**src/rtl/skinny_sbox8_dom1_serial_ctrl.sv**
```systemverilog
// Byte-serial sequencer for one shared DOM-1 SKINNY 8-bit S-box: presents each
// two-share byte with a fresh mask, holds it for the S-box latency, collects results.
module skinny_sbox8_dom1_serial_ctrl #(
  parameter int unsigned NBYTES  = 16,
  parameter int unsigned LATENCY = 4
) (
  input  logic                clk,
  input  logic                rst,
  input  logic                start,
  output logic                busy,
  output logic                done,
  input  logic [8*NBYTES-1:0] state_in1,
  input  logic [8*NBYTES-1:0] state_in0,
  output logic [8*NBYTES-1:0] state_out1,
  output logic [8*NBYTES-1:0] state_out0,
  input  logic [7:0]          rnd_in,
  input  logic                rnd_valid,
  output logic                rnd_ready,
  output logic [7:0]          sb_si1,
  output logic [7:0]          sb_si0,
  output logic [7:0]          sb_r,
  input  logic [7:0]          sb_bo1,
  input  logic [7:0]          sb_bo0
);
  localparam int unsigned IDX_W = (NBYTES > 1) ? $clog2(NBYTES) : 1;
  localparam int unsigned CNT_W = $clog2(LATENCY) + 1;
  localparam logic [IDX_W-1:0] IDX_LAST = IDX_W'(NBYTES - 1);
  localparam logic [CNT_W-1:0] CNT_LAST = CNT_W'(LATENCY - 1);

  typedef enum logic [1:0] {IDLE, LOAD, EVAL, DONE} state_t;

  state_t                 state_q, state_d;
  logic [IDX_W-1:0]       idx_q;
  logic [CNT_W-1:0]       cnt_q;
  logic [NBYTES-1:0][7:0] in1_b, in0_b, out1_q, out0_q;
  logic                   load_fire, eval_last;

  assign in1_b      = state_in1;
  assign in0_b      = state_in0;
  assign state_out1 = out1_q;
  assign state_out0 = out0_q;

  // Mask handshake only completes while waiting for a byte's mask.
  assign rnd_ready = rnd_valid && (state_q == LOAD);

  always_ff @(posedge clk or posedge rst) begin
    if (rst) state_q <= IDLE;
    else     state_q <= state_d;
  end

  always_comb begin
    state_d   = state_q;
    load_fire = 1'b0;
    eval_last = 1'b0;
    case (state_q)
      IDLE: if (start) state_d = LOAD;
      LOAD: begin
        if (rnd_valid) begin
          load_fire = 1'b1;
          state_d   = EVAL;
        end
      end
      EVAL: begin
        if (cnt_q == CNT_LAST) begin
          eval_last = 1'b1;
          state_d   = (idx_q == IDX_LAST) ? DONE : LOAD;
        end
      end
      DONE:    state_d = IDLE;
      default: state_d = IDLE;
    endcase
  end

  // S-box bus, byte index, latency counter and result collection.
  always_ff @(posedge clk or posedge rst) begin
    if (rst) begin
      busy   <= 1'b0;
      done   <= 1'b0;
      idx_q  <= '0;
      cnt_q  <= '0;
      sb_si1 <= '0;
      sb_si0 <= '0;
      sb_r   <= '0;
      out1_q <= '0;
      out0_q <= '0;
    end else begin
      busy <= (state_d != IDLE);
      done <= (state_d == DONE);
      if ((state_q == IDLE) && start) idx_q <= '0;
      if (load_fire) begin
        sb_si1 <= in1_b[idx_q];
        sb_si0 <= in0_b[idx_q];
        sb_r   <= rnd_in;
        cnt_q  <= '0;
      end
      if (state_q == EVAL) cnt_q <= cnt_q + CNT_W'(1);
      if (eval_last) begin
        out1_q[idx_q] <= sb_bo1;
        out0_q[idx_q] <= sb_bo0;
        if (idx_q != IDX_LAST) idx_q <= idx_q + IDX_W'(1);
      end
      // Leave no share on the S-box bus once the layer is complete.
      if (state_q == DONE) begin
        sb_si1 <= '0;
        sb_si0 <= '0;
        sb_r   <= '0;
      end
    end
  end
endmodule

```
**config.mk**
```make
export PLATFORM = sky130hd
export DESIGN_NAME = skinny_sbox8_dom1_serial_ctrl
export DESIGN_NICKNAME = d
export VERILOG_FILES = /design/src/rtl/skinny_sbox8_dom1_serial_ctrl.sv
export SDC_FILE = /design/constraint.sdc
export NUM_CORES = 1
export LEC_CHECK = 0
export CORE_AREA = 2 2 222 224
export CTS_CLUSTER_SIZE = 12
export DETAILED_ROUTE_END_ITERATION = 8
export DIE_AREA = 0 0 224 226
export GPL_TIMING_DRIVEN = 0
export SYNTH_ARGS = -nofsm -noshare
export SYNTH_HDL_FRONTEND = slang
export SYNTH_SLANG_ARGS = --single-unit
export TNS_END_PERCENT = 5
```
**constraint.sdc**
```tcl
create_clock -name clk -period 9.1 [get_ports clk]
set_input_delay 1.82 -clock clk [delete_from_list [all_inputs] [get_ports clk]]
set_output_delay 1.82 -clock clk [all_outputs]
set_load 0.01 [all_outputs]
```
==> reports/summary.log <==
[grt] number of global-route vias before repair 10600
[cts] sinks on the clock net 291
[setup_path] crit path launch type primary input
[setup_path] Req. time, crit path 7.28 ns
[run_status] status completed
[setup_path] reg-to-reg endpoint state_out1[106]
[cts] clock tree from TritonCTS yes
[cts] source-to-sink clock delay at the later pin of the worst-skew pair 0.54 ns
[yosys] basic-gate share of the synthesized area counting and, or, nand and nor cells 2.09%
[drt] Iteration-0 DRC Markers 381
[die] Row Count 81
[power_and_ir_drop] Gate power share 27.4%
[cts] maximum clock path buffer count 3
[yosys] main combinational cell family by area after synthesis multiplexers
[yosys] fraction of synthesized area in multiplexers 35.5%
[worst_hold_path] Worst Hold End state_out0[73]
[layout] combined flip-flop and latch cell area 7280 µm²
[drt] total detailed-routing wirelength 52400 µm
[die] count of boundary I/O pins 567
[setup_path] cell occurring most often along the worst timing path clkdlybuf4s50_1
[die] Die Height 226 µm
[die] Die Outline Area 50600 µm²
[yosys] number of flops mapped to enable cells by yosys 0
[yosys] flip-flop cell with the highest count after synthesis dfrtp_1
[cts] Reg clk slew, reported paths 0.05 ns
[place] placed standard-cell area 19700 µm²
[die] initial core utilization 27.1%
[setup_path] setup slack on the worst flop-to-flop path 5.76 ns
[timing] final count of pins violating max slew 0
[power_and_ir_drop] portion of total power attributed to the clock network 35.0%
[timing] Setup-failing EPs final 0
[grt] grt peak-use layer met2
[yosys] number of synthesized register bits 291
[drt] detailed-route vias per instance 4.73
[power_and_ir_drop] sw power 1120 µW
[die] Placeable Area 48300 µm²
[timing] part of the cycle the worst path needs 58.5%
[grt] All-Layer GR Usage 20.2%
[place] global placer's final weighted congestion 0.926
[cts] htree depth 2
[grt] initial antenna violation count 17
[place] post-placement worst setup slack 3.79 ns
[yosys] Synth Area in Compound Gates 3.57%
[setup_path] highest cell delay on the worst timing path 0.64 ns
[yosys] largest cells by area after synthesis dfrtp_1, mux2_2, mux4_2
[layout] synth-to-layout area growth 59.7%
[yosys] Netlist cell types 36
[setup_path] Crit Reg-Reg Startpoint idx_q[1]
[cts] Post-CTS Resized 0
[grt] pin count of the biggest net entering global routing 42
[power_and_ir_drop] static power due to leakage 0.00855 µW
[setup_path] Reg2Reg Depth 8
[grt] met2 Resource Use GR 36.9%
[timing] maximum achievable frequency 188 MHz
[timing] post-route setup slack 3.78 ns
[flow_run] number of maximum-capacitance violations 0
[die] DIE WIDTH 224 µm
[power_and_ir_drop] Total Power 4090 µW
[drt] DRC viols 0
[cts] Root Buffer clkbuf_16
[timing] post-route minimum period 5.32 ns
[setup_path] Critical Path, Cell by Cell clkdlybuf4s50_1 -> nand3b_1 -> clkinv_1 -> clkdlybuf4s50_1
[power_and_ir_drop] PD cells 195 nW/µm²
[power_and_ir_drop] Pint 2970 µW
[timing] slew margin rel. 34.5%
[yosys] Avg Inst Size Synth 16.4 µm²
[yosys] Synth Instances 802
[place] hpwl dp 41300 µm
[grt] grt total ovfl 0
[timing] total negative setup slack 0 ns
[cts] hold-fix buffer count after cts 0
[timing] unrepaired setup endpoints after global routing no
[yosys] Post-Synth XOR/XNOR Area 0.0668%
[grt] met1 layer usage reported by global route 20.6%
[layout] Multi-input gate area 5480 µm²
[timing] count of endpoints failing hold in the final timing report 0
[drt] average wire length per cell after detail routing 25.2 µm
[setup_path] worst setup path category primary input to primary output
[layout] final instance area 20900 µm²
[layout] Final nets 1703
[yosys] share of async-settable or async-resettable flops after synthesis 100%
[power_and_ir_drop] fraction of power spent switching nets 27.4%
[yosys] Syn Nets 1092
[grt] first-pass GRT wire length 73100 µm
[setup_path] CP Capture Type primary output
[place] number of buffer cells added on primary ports 566
[timing] Fin Clk Skew 0.0269 ns
[power_and_ir_drop] sequential group share of total power 37.6%
[setup_path] Critical Path Slowest Stage Cell clkdlybuf4s50_1
[worst_hold_path] startpoint of the most critical hold path state_out0[73]
[power_and_ir_drop] worst vdd ir 0.000114 V
[drt] Detailed Routing Iterations Pass 1 4
[layout] fraction of layout cells with a size suffix above 1 30.7%
[setup_path] signal arrival time at the worst endpoint 3.50 ns
[yosys] count of yosys warnings during synthesis 0
[cts] Num CTS Buffers 36
[drt] post-route ant nets 0
[layout] total of fill cells in the finished design 4451
[timing] Worst Max-Slew Pin Slew 0.982 ns
[worst_hold_path] Tightest Hold Check Type flip-flop to flip-flop
[yosys] Seq/Total Area, Yosys 55.5%
[yosys] area of the mapped netlist 13100 µm²
[setup_path] largest fanout on the critical path 10
[yosys] library cell occupying the most area in the post-synthesis netlist dfrtp_1
[grt] fraction of met3 tracks used by global routing 4.55%
[worst_hold_path] number of cells on the worst hold path 1
[yosys] Post-Synth Adder-Cell Area 0.572%
[drt] vias post-DR 9824
[yosys] share of the synthesized area in the top cell type 55.5%
[cts] setup bufs post-CTS 0
metrics by stage:
step | util [%] | std cells | hold slack [ns]
global placement | 40.5 | 1990 | 0.483
finish | 43.3 | 2077 | 0.501
floorplan | - | 802 | 0.510
detailed placement | 40.8 | 1997 | 0.484
CTS | 43.2 | 2060 | 0.504
global route | 43.3 | 2074 | 0.514
cells in the final DEF (no fill, tap or decap), types with 2 or more instances in the layout:
| master | Yosys | routed |
|---|---|---|
| clkbuf_1 | 28 | 35 |
| buf_12 | 0 | 7 |
| clkdlybuf4s50_1 | 0 | 566 |
| mux2_2 | 231 | 231 |
| clkbuf_16 | 0 | 36 |
| nand2b_1 | 2 | 2 |
| o21ai_0 | 7 | 7 |
| nand2_4 | 4 | 4 |
| a22o_1 | 24 | 24 |
| clkbuf_8 | 0 | 9 |
| dfrtp_1 | 291 | 291 |
| a21oi_1 | 5 | 5 |
| nor2b_1 | 3 | 3 |
| mux2_4 | 40 | 40 |
| clkinvlp_4 | 0 | 4 |
| clkinv_2 | 0 | 2 |
| mux4_2 | 64 | 64 |
| or2_2 | 2 | 2 |
| inv_1 | 5 | 4 |
| diode_2 | 0 | 17 |
| a221o_1 | 16 | 16 |
| bufinv_16 | 0 | 2 |
| nor2_1 | 6 | 6 |
| inv_6 | 0 | 2 |
| nand2_1 | 20 | 20 |
| ha_1 | 6 | 6 |
| buf_2 | 20 | 20 |
| buf_6 | 11 | 11 |
critical path: cells and delay by family:
kind	cells	cell delay, ns
and+or+nand+nor	1	0.17
buffers and inverters	3	1.51
sequential cells by signal, indices dropped and copies added (netlist names):
name and count:
idx_q 4, sb_si0 8, busy 1, state_out0 128, cnt_q 3, done 1, sb_si1 8, state_q 2
sb_r 8, state_out1 128
layer usage:
| layer | part of all wire (%) | vias up |
|---|---|---|
| met1 | 35 | 5036 |
| met3 | 5.8 | 96 |
| li1 | - | 4262 |
| met2 | 53 | 430 |
| met4 | 6.1 | 0 |
| met5 | 0 | - |
logic make-up after synthesis:
group	after synthesis
adder cells (fa/ha/maj)	6
AND/OR/NAND/NOR	45
multiplexers	336
flip-flops	291
AO/OA/AOI/OAI	57
XOR/XNOR	1
buffers and inverters	66
area by class of cell:
class                   count  share of cell area [%]
clock inverters            11                   0.711
plain buffers              60                    1.59
multi-input cells         445                    26.2
diodes                     17                   0.203
well taps                 622                    3.72
clock buffers              52                    5.02
flip-flops and latches    291                    34.8
repair buffers            573                    27.7
inverters                   6                   0.125
Yosys cell counts (all sizes together) (6+ instances only):
| cell type | instances |
|---|---|
| o21ai | 8 |
| a22o | 24 |
| buf | 32 |
| nor2 | 8 |
| ha | 6 |
| dfrtp | 291 |
| a221o | 16 |
| mux2 | 271 |
| clkbuf | 28 |
| mux4 | 64 |
| nand2 | 24 |
power groups by stage:
stage	clock [µW]	combinational, µW	sequential, µW
6_report	1430	1120	1540
5_1_grt	1530	1190	1550
4_1_cts	1470	1140	1540
3_5_place_dp	0	1130	1550
3_3_place_gp	0	1120	1550
2_1_floorplan	0	474	1610
how the worst max path moves through the flow:
stage                    from             end  slack, ns  depth (start not counted)
finish              rnd_valid       rnd_ready       3.78                          4
global route        rnd_valid       rnd_ready       3.72                          4
CTS                 rnd_valid       rnd_ready       3.78                          4
detailed placement  rnd_valid       rnd_ready       3.79                          4
global placement          rst  state_out1[13]       1.15                          2
floorplan                 rst            busy       3.42                          1
No activity file was read; power rests on OpenSTA's default activity.
